==> src/rtl/wb_dbg_pkg.sv <==
// Shared definitions for the Wishbone debug split: FSM encoding, debug register
// offsets (relative to N_DBG) and default parameter values.
package wb_dbg_pkg;

    typedef enum logic [1:0] {
        ST_IDLE     = 2'd0,
        ST_DBG_ACK  = 2'd1,
        ST_USR_WAIT = 2'd2
    } state_e;

    // Register index = N_DBG - OFS_*; everything below TO_ADDR is scratch.
    localparam int OFS_TO_ADDR  = 3;
    localparam int OFS_TO_COUNT = 2;
    localparam int OFS_STATUS   = 1;

    localparam logic [31:0] DBG_BASE_DEF = 32'h300F_FFF0;
    localparam logic [31:0] TO_DATA_DEF  = 32'hDEAD_BEEF;
    localparam logic [15:0] CNT_MAX      = 16'hFFFF;

    typedef struct packed {
        logic        we;
        logic [3:0]  sel;
        logic [31:0] dat;
    } wb_req_t;

endpackage

==> src/rtl/wb_dbg_regfile.sv <==
// Debug register bank: byte-enabled scratch words, timeout address/count log and
// a sticky W1C timeout flag. A timeout event always wins over a same-cycle clear.
module wb_dbg_regfile
    import wb_dbg_pkg::*;
#(
    parameter int N_DBG = 4
) (
    input  logic                     i_clk,
    input  logic                     i_rst,
    input  logic                     i_wr_en,
    input  logic [$clog2(N_DBG)-1:0] i_wr_idx,
    input  logic [3:0]               i_wr_sel,
    input  logic [31:0]              i_wr_data,
    input  logic                     i_to_evt,
    input  logic [31:0]              i_to_addr,
    output logic [N_DBG*32-1:0]      o_regs,
    output logic                     o_flag
);
    localparam int IDX_W = $clog2(N_DBG);
    localparam int N_SCR = N_DBG - 3;

    logic [N_SCR-1:0][31:0] r_scratch;
    logic [31:0]            r_to_addr;
    logic [15:0]            r_to_count;
    logic                   r_flag;
    logic                   w_clr;
    logic [N_DBG-1:0][31:0] w_regs;

    assign w_clr = i_wr_en && (i_wr_idx == IDX_W'(N_DBG - OFS_STATUS))
                   && i_wr_sel[0] && i_wr_data[0];

    always_ff @(posedge i_clk) begin
        if (i_rst) begin
            r_scratch  <= '0;
            r_to_addr  <= '0;
            r_to_count <= '0;
            r_flag     <= 1'b0;
        end else begin
            for (int k = 0; k < N_SCR; k++) begin
                if (i_wr_en && (i_wr_idx == IDX_W'(k))) begin
                    for (int b = 0; b < 4; b++) begin
                        if (i_wr_sel[b]) r_scratch[k][8*b +: 8] <= i_wr_data[8*b +: 8];
                    end
                end
            end
            if (i_to_evt) begin
                r_to_addr <= i_to_addr;
                if (r_to_count != CNT_MAX) r_to_count <= r_to_count + 16'd1;
                r_flag <= 1'b1;
            end else if (w_clr) begin
                r_flag <= 1'b0;
            end
        end
    end

    always_comb begin
        w_regs = '0;
        for (int k = 0; k < N_SCR; k++) w_regs[k] = r_scratch[k];
        w_regs[N_DBG - OFS_TO_ADDR]  = r_to_addr;
        w_regs[N_DBG - OFS_TO_COUNT] = {16'h0, r_to_count};
        w_regs[N_DBG - OFS_STATUS]   = {31'h0, r_flag};
    end

    assign o_regs = w_regs;
    assign o_flag = r_flag;

endmodule

==> src/rtl/wb_debug_split_regs.sv <==
// Wishbone split: top N_DBG words go to the local debug bank, everything else to
// the user slave, guarded by an ack watchdog that aborts with TO_DATA and logs.
module wb_debug_split_regs
    import wb_dbg_pkg::*;
#(
    parameter int          N_DBG    = 4,
    parameter logic [31:0] DBG_BASE = DBG_BASE_DEF,
    parameter int          TIMEOUT  = 255,
    parameter logic [31:0] TO_DATA  = TO_DATA_DEF
) (
    input  logic                wb_clk_i,
    input  logic                wb_rst_i,
    input  logic                wbs_cyc_i,
    input  logic                wbs_stb_i,
    input  logic                wbs_we_i,
    input  logic [3:0]          wbs_sel_i,
    input  logic [31:0]         wbs_adr_i,
    input  logic [31:0]         wbs_dat_i,
    output logic                wbs_ack_o,
    output logic [31:0]         wbs_dat_o,
    output logic                usr_cyc_o,
    output logic                usr_stb_o,
    input  logic                usr_ack_i,
    input  logic [31:0]         usr_dat_i,
    output logic [N_DBG*32-1:0] dbg_regs_o,
    output logic                timeout_irq_o
);
    localparam int IDX_W = $clog2(N_DBG);

    state_e             r_state, w_next;
    wb_req_t            r_req;
    logic [IDX_W-1:0]   r_idx;
    logic [31:0]        r_rdata;
    logic [15:0]        r_cnt;
    logic               w_req, w_hit, w_cnt_hit, w_to_evt, w_wr_en;
    logic [IDX_W-1:0]   w_idx;
    logic [N_DBG*32-1:0] w_regs;

    assign w_req     = wbs_cyc_i & wbs_stb_i;
    assign w_hit     = wbs_adr_i[31:IDX_W+2] == DBG_BASE[31:IDX_W+2];
    assign w_idx     = wbs_adr_i[IDX_W+1:2];
    assign w_cnt_hit = r_cnt == 16'(TIMEOUT);

    always_ff @(posedge wb_clk_i) begin
        if (wb_rst_i) begin
            r_state <= ST_IDLE;
            r_req   <= '0;
            r_idx   <= '0;
            r_rdata <= '0;
            r_cnt   <= '0;
        end else begin
            r_state <= w_next;
            if (r_state == ST_IDLE) begin
                r_cnt <= '0;
                // Debug reads are served from a snapshot taken as the request is accepted.
                if (w_req) begin
                    r_req   <= '{we: wbs_we_i, sel: wbs_sel_i, dat: wbs_dat_i};
                    r_idx   <= w_idx;
                    r_rdata <= w_regs[{w_idx, 5'd0} +: 32];
                end
            end else if (r_state == ST_USR_WAIT) begin
                r_cnt <= r_cnt + 16'd1;
            end
        end
    end

    always_comb begin
        w_next    = r_state;
        wbs_ack_o = 1'b0;
        wbs_dat_o = '0;
        usr_cyc_o = 1'b0;
        usr_stb_o = 1'b0;
        w_to_evt  = 1'b0;
        w_wr_en   = 1'b0;
        case (r_state)
            ST_IDLE: begin
                if (w_req) w_next = w_hit ? ST_DBG_ACK : ST_USR_WAIT;
            end
            ST_DBG_ACK: begin
                wbs_ack_o = 1'b1;
                wbs_dat_o = r_rdata;
                w_wr_en   = r_req.we;
                w_next    = ST_IDLE;
            end
            ST_USR_WAIT: begin
                if (!wbs_cyc_i) begin
                    w_next = ST_IDLE;
                end else if (usr_ack_i) begin
                    usr_cyc_o = 1'b1;
                    usr_stb_o = wbs_stb_i;
                    wbs_ack_o = 1'b1;
                    wbs_dat_o = usr_dat_i;
                    w_next    = ST_IDLE;
                end else if (w_cnt_hit) begin
                    wbs_ack_o = 1'b1;
                    wbs_dat_o = TO_DATA;
                    w_to_evt  = 1'b1;
                    w_next    = ST_IDLE;
                end else begin
                    usr_cyc_o = 1'b1;
                    usr_stb_o = wbs_stb_i;
                end
            end
            default: w_next = ST_IDLE;
        endcase
    end

    wb_dbg_regfile #(.N_DBG(N_DBG)) u_regs (
        .i_clk     (wb_clk_i),
        .i_rst     (wb_rst_i),
        .i_wr_en   (w_wr_en),
        .i_wr_idx  (r_idx),
        .i_wr_sel  (r_req.sel),
        .i_wr_data (r_req.dat),
        .i_to_evt  (w_to_evt),
        .i_to_addr (wbs_adr_i),
        .o_regs    (w_regs),
        .o_flag    (timeout_irq_o)
    );

    assign dbg_regs_o = w_regs;

endmodule

==> config.mk <==
export PLATFORM = sky130hd
export DESIGN_NAME = wb_debug_split_regs
export DESIGN_NICKNAME = d
export VERILOG_FILES = /design/src/rtl/wb_dbg_pkg.sv /design/src/rtl/wb_dbg_regfile.sv /design/src/rtl/wb_debug_split_regs.sv
export SDC_FILE = /design/constraint.sdc
export NUM_CORES = 1
export LEC_CHECK = 0
export BUFFER_PORTS_ARGS = -buffer_cell sky130_fd_sc_hd__buf_4
export CAP_MARGIN = 20
export CORE_MARGIN = 5
export CORE_UTILIZATION = 40
export CTS_BUF_LIST = sky130_fd_sc_hd__clkbuf_8
export DETAILED_ROUTE_END_ITERATION = 10
export HOLD_SLACK_MARGIN = 0.12
export PLACE_DENSITY = 0.68
export REMOVE_ABC_BUFFERS = 1
export SKIP_CTS_REPAIR_TIMING = 1
export SKIP_LAST_GASP = 1
export SLEW_MARGIN = 20
export SYNTH_ARGS = -nofsm -noshare
export SYNTH_HDL_FRONTEND = slang
export SYNTH_HIERARCHICAL = 1
export SYNTH_SLANG_ARGS = --single-unit
==> constraint.sdc <==
create_clock -name wb_clk_i -period 2.87 [get_ports wb_clk_i]
set_clock_uncertainty 0.15 [all_clocks]
set_input_delay 0.861 -clock wb_clk_i [delete_from_list [all_inputs] [get_ports wb_clk_i]]
set_output_delay 0.861 -clock wb_clk_i [all_outputs]
set_load 0.005 [all_outputs]
* After elaboration in Yosys (flattened, before gate mapping)
Index checks and enable logic that the tools add are counted.
** Storage, ports and cells
- Bits in registers :: 170
- Latch bits :: 0
- Bits in writable memories :: 0
- Bits in read-only memories :: 0
- Input bits :: 106
- Word-level logic and storage cells :: 69
- Memories kept :: 0
** Operators by class
- $add $sub $neg :: 2
- $mul :: 0
- Divide/modulo/power cells :: 0
- $lt $le $gt $ge :: 0
- Eq/ne operators :: 8
- Shift-type cells :: 1
- Muxes and demuxes :: 28
- Bitwise operators :: 1
- Reduce and logical (&&, ||, !) cells :: 15
** Operators with widths (count)
- indexed part select 128 x 8 -> 32 bit :: 1
- 2-to-1 mux 32 bit :: 3
- one-hot mux 32 bit (2 select lines) :: 1
- adder 16 x 1 -> 16 bit (second input constant) :: 2
- equality test 28 x 26 -> 1 bit (second input constant) :: 1
- 2-to-1 mux 1 bit :: 17
- equality test 16 x 8 -> 1 bit (second input constant) :: 1
- inequality test 16 bit (second input constant) :: 1
- AND reduction 2 bit :: 7
- 2-to-1 mux 2 bit :: 5
- equality test 2 bit (second input constant) :: 2
- logical AND 1 bit :: 4
- zero test 2 bit :: 2
- inequality test 4 bit (second input constant) :: 1
- one-hot mux 2 bit (2 select lines) :: 1
- equality test 2 x 1 -> 1 bit (second input constant) :: 1
- inequality test 2 bit (second input constant) :: 1
- one-hot mux 1 bit (2 select lines) :: 1
- nonzero test 2 bit :: 1
- OR reduction 2 bit :: 1
- bitwise AND 1 bit :: 1

* Longest topological paths before layout
- Word-level depth :: 7
- Gate-level depth with buffers :: 10
- Gate-level depth less buffers :: 8

* Cells and area by module
Netlist, hierarchy kept.
** Modules (own cells, without submodules)
- wb_debug_split_regs :: times used 1, cells an instance 575, area an instance 4735.8 um^2
- wb_dbg_regfile :: times used 1, cells an instance 402, area an instance 3468.3 um^2

* Worst setup path after synthesis
No wires, ideal clock.
- Kind :: register -> output
- From :: register r_cnt[11]
- To :: output port wbs_dat_o[10]
- Data arrival time :: 1912 ps
- Data required time :: 1859 ps
- Slack :: -53 ps
- Cell stages (with the launch flop) :: 6
- Path buffers :: 1
- Cell sequence :: dfxtp_1 > or4_1 > or4_4 > a21o_4 > buf_6 > o21ai_1
** Between the ends
- Word-level cells in the longest chain between the ends :: 5
** RTL lines
- from (decl) :: RTL line wb_debug_split_regs.sv:34 : logic [15:0] r_cnt;
- from (signal assigned) :: RTL line wb_debug_split_regs.sv:62 : r_cnt <= r_cnt + 16'd1;
- equality test 16 x 8 -> 1 bit :: RTL line wb_debug_split_regs.sv:42 : assign w_cnt_hit = r_cnt == 16'(TIMEOUT);
- 2-to-1 mux 32 bit :: RTL line wb_debug_split_regs.sv:94 : end else if (w_cnt_hit) begin
- 2-to-1 mux 32 bit :: RTL line wb_debug_split_regs.sv:88 : end else if (usr_ack_i) begin
- 2-to-1 mux 32 bit :: RTL line wb_debug_split_regs.sv:86 : if (!wbs_cyc_i) begin
- one-hot mux 32 bit (2 select lines) :: RTL line wb_debug_split_regs.sv:75 : case (r_state)
- to (decl) :: RTL line wb_debug_split_regs.sv:20 : output logic [31:0] wbs_dat_o,
Every way passes these cells.

* Final worst setup path
- From :: register r_cnt[13]
- To :: output port wbs_dat_o[19]
Same word-level chain as after synthesis.

==> metrics list <==
* Area of the die: 23,470 µm²
- Timing would allow up to 0.2976 GHz.
- After synthesis, flip-flops and latches occupy 41.48% of the total area.
* Setup TNS: -13.18 ns
* Category of the worst setup path launch point: flip-flop
- Headroom to the max-slew limit came out at between 50 and 60%.
* Count of distinct cell types in the synthesized netlist: 53
* Pre-CTS worst setup slack: -0.2116 ns
- Routed Wire Length: 28,300 µm
- Synthesized area divided by synthesized cell count: 8.397 µm²
* Crit. End Element: output pin
- First-pass GRT wire length: approximately 41,000 µm
- Status: finished, violations left
- Area grow syn2layout: 34.71%
- Clk_lat worst skew: around 0.45 ns
* All-layer global routing usage: 21.96%
* Cell area after placement: around 10,000 µm²
* Most frequent cells after synthesis: 224 x nand2_1, 170 x dfxtp_1, 117 x a21oi_1
- The initial utilization of the core area, before any placement, comes to 40.55%.
* VDD IR max: 0.2486 mV
- CTS tree: built
* Ranking of synthesized cells by area: dfxtp_1 41%, nand2_1 10%, mux4_2 8.8%, a21oi_1 7.1%, mux2i_1 4.4%
- Standby leakage power: approximately 0.0043 µW
- Reported max-cap violation count: 0
* Flip-flop cell with the highest count after synthesis: dfxtp_1
* Number of flip-flops and latches in the synthesized netlist: between 150 and 200
* Filler cell count: 1,871
- For this run, design rule violations remaining after detail routing come to 0.
* Power, Total: 4728 µW
- Sink Count: 170
- Endpoints failing hold: 0
* Final ANT Viol Nets: 0
* Fin cells: between 1k and 1.5k
- Inserted Diodes: 0
- Cell breakdown of the critical path: or4_1, or4_4, a21o_4, o21ai_1, buf_4
* Worst Path Buf+Inv: 1
- Period Utilization, post-route: 117.1%
- Type of the setup path with the least slack: flip-flop to output pin
- Root buffer selected by CTS: clkbuf_8
- Total overflow reported by the global router: 0
- Vias per inst: 5.258
* Area of the placeable core: between 20,000 and 25,000 µm²
- FFs w/ async S/R, synth: 0%
- CTS Buf Count: 17
* Unrepaired setup endpoints after global routing: yes
- For this design the ratio of total power to cell area is 427.8 nW/µm².
- Clock-pin slew was measured on the worst setup and hold paths at 0.09 ns.
- For this run, the slowest stage of the critical path takes 0.50 ns.
- The first detailed-routing pass took 5 iterations.
- Clock buffer depth: 2
- Total non-filler cell area in the finished layout: 11,050 µm²
- Number of synthesized flops with an enable pin: 0
- Most common cell in the synthesized netlist: nand2_1
* H-tree depth: 4
* Post-layout minimum cycle time: 3.360 ns
- The initial antenna violation count is 0.
* Hold Path Class: flip-flop to flip-flop
- Worst Setup Slack, final: -0.4904 ns
- Hpwl dp: 19,670 µm
* Maximum fanout along the worst path: 6
- Die span in x: 153.2 µm
* Dpl cells: 1,456
* Final Slew Violations: 0
- Number of vias after detailed routing: between 7k and 8k
- Total setup violations reported at the end of the flow: 35
- The final reports fail on setup timing.
- The slowest stage of the critical path belongs to the cell or4_1.
- Among cell families on the critical path, the largest total delay comes from simple AND/OR/NAND/NOR gates.
- Synthesized area: between 8000 and 9000 µm²
- Required time of the critical path: 1.86 ns
* RD Place Congestion: between 0.8 and 0.9
- Summed over all instances, the cell type with the most area after synthesis is dfxtp_1.
- At the pin with the least slew margin, the transition time is about 0.68 ns.
* Ports placed on the boundary: 270
- The die is roughly 150 µm tall.
- For this run, the number of Yosys warnings is 6.
* Share of Yosys cell area claimed by the top area cell type: ~41%
* Share of final-layout standard cells stronger than drive strength 1: 33.28%
* Nets: 1,327
- Signal arrival time at the worst endpoint: 2.35 ns
- Port Buf Inserts: around 220
* Final routed wire length divided by cell count: 18.88 µm
* Via count of the first global-routing pass: around 7.4k
- After technology mapping, the gate count stands at 977.
- After the first detailed-routing iteration, the DRC count stood at slightly above 500.
- Pin count of the biggest net entering global routing: approximately 70
- Number of rows in the core area: 52
[cell families after synthesis]
logic type	synth area share, %
other	0.04571
muxes	13.59
and+or+nand+nor	22.01
adders and majority gates	0.7625
DFF	41.48
AOI/OAI and AO/OA	13.10
xor gates and xnor gates	0.9609
buffers and inverters	8.053
[placed cells by master (no fill, tap or decap), drive strengths merged, types with 2 or more instances in the layout]
master / instances
buf: 283
nand2: 224
dfxtp: 170
a21oi: 117
nor2: 62
o21ai: 53
conb: 47
mux2i: 36
mux4: 32
nand3: 32
clkbuf: 19
inv: 14
nand4: 13
nor2b: 12
and2: 9
or4: 8
a22oi: 8
xnor2: 7
o31ai: 7
nor3: 7
and3: 6
or3: 6
clkinvlp: 5
a21o: 5
and4: 5
ha: 5
nor4: 4
nand2b: 3
a211oi: 3
bufinv: 3
mux2: 3
or2: 2
xor2: 2
nor4b: 2
a31oi: 2
nor3b: 2
[metal layers]
metal  wire length, µm  share of wire [%]  vias to the layer above  track usage (%)
met1             11980                 42                     3765            28.12
met5                 0                  0                        -                0
met4               664                2.3                        0            6.534
li1                  -                  -                     3784                -
met3              1889                6.7                       44            5.372
met2             13770                 49                      288            36.82
[layout make-up]
cell class	count	area, µm²	area share, %
multi-input combinational	734	4581	41.45
sequential	170	3410	30.85
timing repair buffer	284	2268	20.53
tap	270	337.8	3.057
clock buffer	18	247.7	2.242
clock inverter	14	170.2	1.540
inverter	9	37.54	0.3396
[worst min-delay path, cell delays in order, from the launching register on]
cell and delay, ns:
dfxtp_1 0.31, nand2_1 0.05, a21oi_1 0.05
[final timing paths]
path	from	endpoint	slack, ns	cells past startpoint
max reg2reg	r_cnt[13]	u_regs/r_to_count[13]	-0.13	9
min reg2reg	r_req[16]	u_regs/r_scratch[16]	0.29	2
min	r_req[16]	u_regs/r_scratch[16]	0.29	2
max	r_cnt[13]	wbs_dat_o[19]	-0.49	5
[registers in the layout, indices dropped and copies added (netlist names)]
| register | cells |
|---|---|
| r_cnt | 16 |
| r_idx | 2 |
| r_rdata | 32 |
| r_req | 37 |
| r_state | 2 |
| u_regs/o_flag | 1 |
| u_regs/r_scratch | 32 |
| u_regs/r_to_addr | 32 |
| u_regs/r_to_count | 16 |
[where the power goes]
group,total [µW],switching [µW],internal [µW]
clock network,1800,910,890
logic,512,280,232
registers,2420,21.3,2400
total,4730,1210,3520
[stage by stage]
step	util, %	hold WS (ns)
after floorplan	-	0.2757
after global placement	50.85	0.2865
after detailed placement	50.85	0.2913
after CTS	52.91	0.2920
after global routing	54.62	0.3262
final	54.62	0.2926
Power figures use the tool's default switching activity.
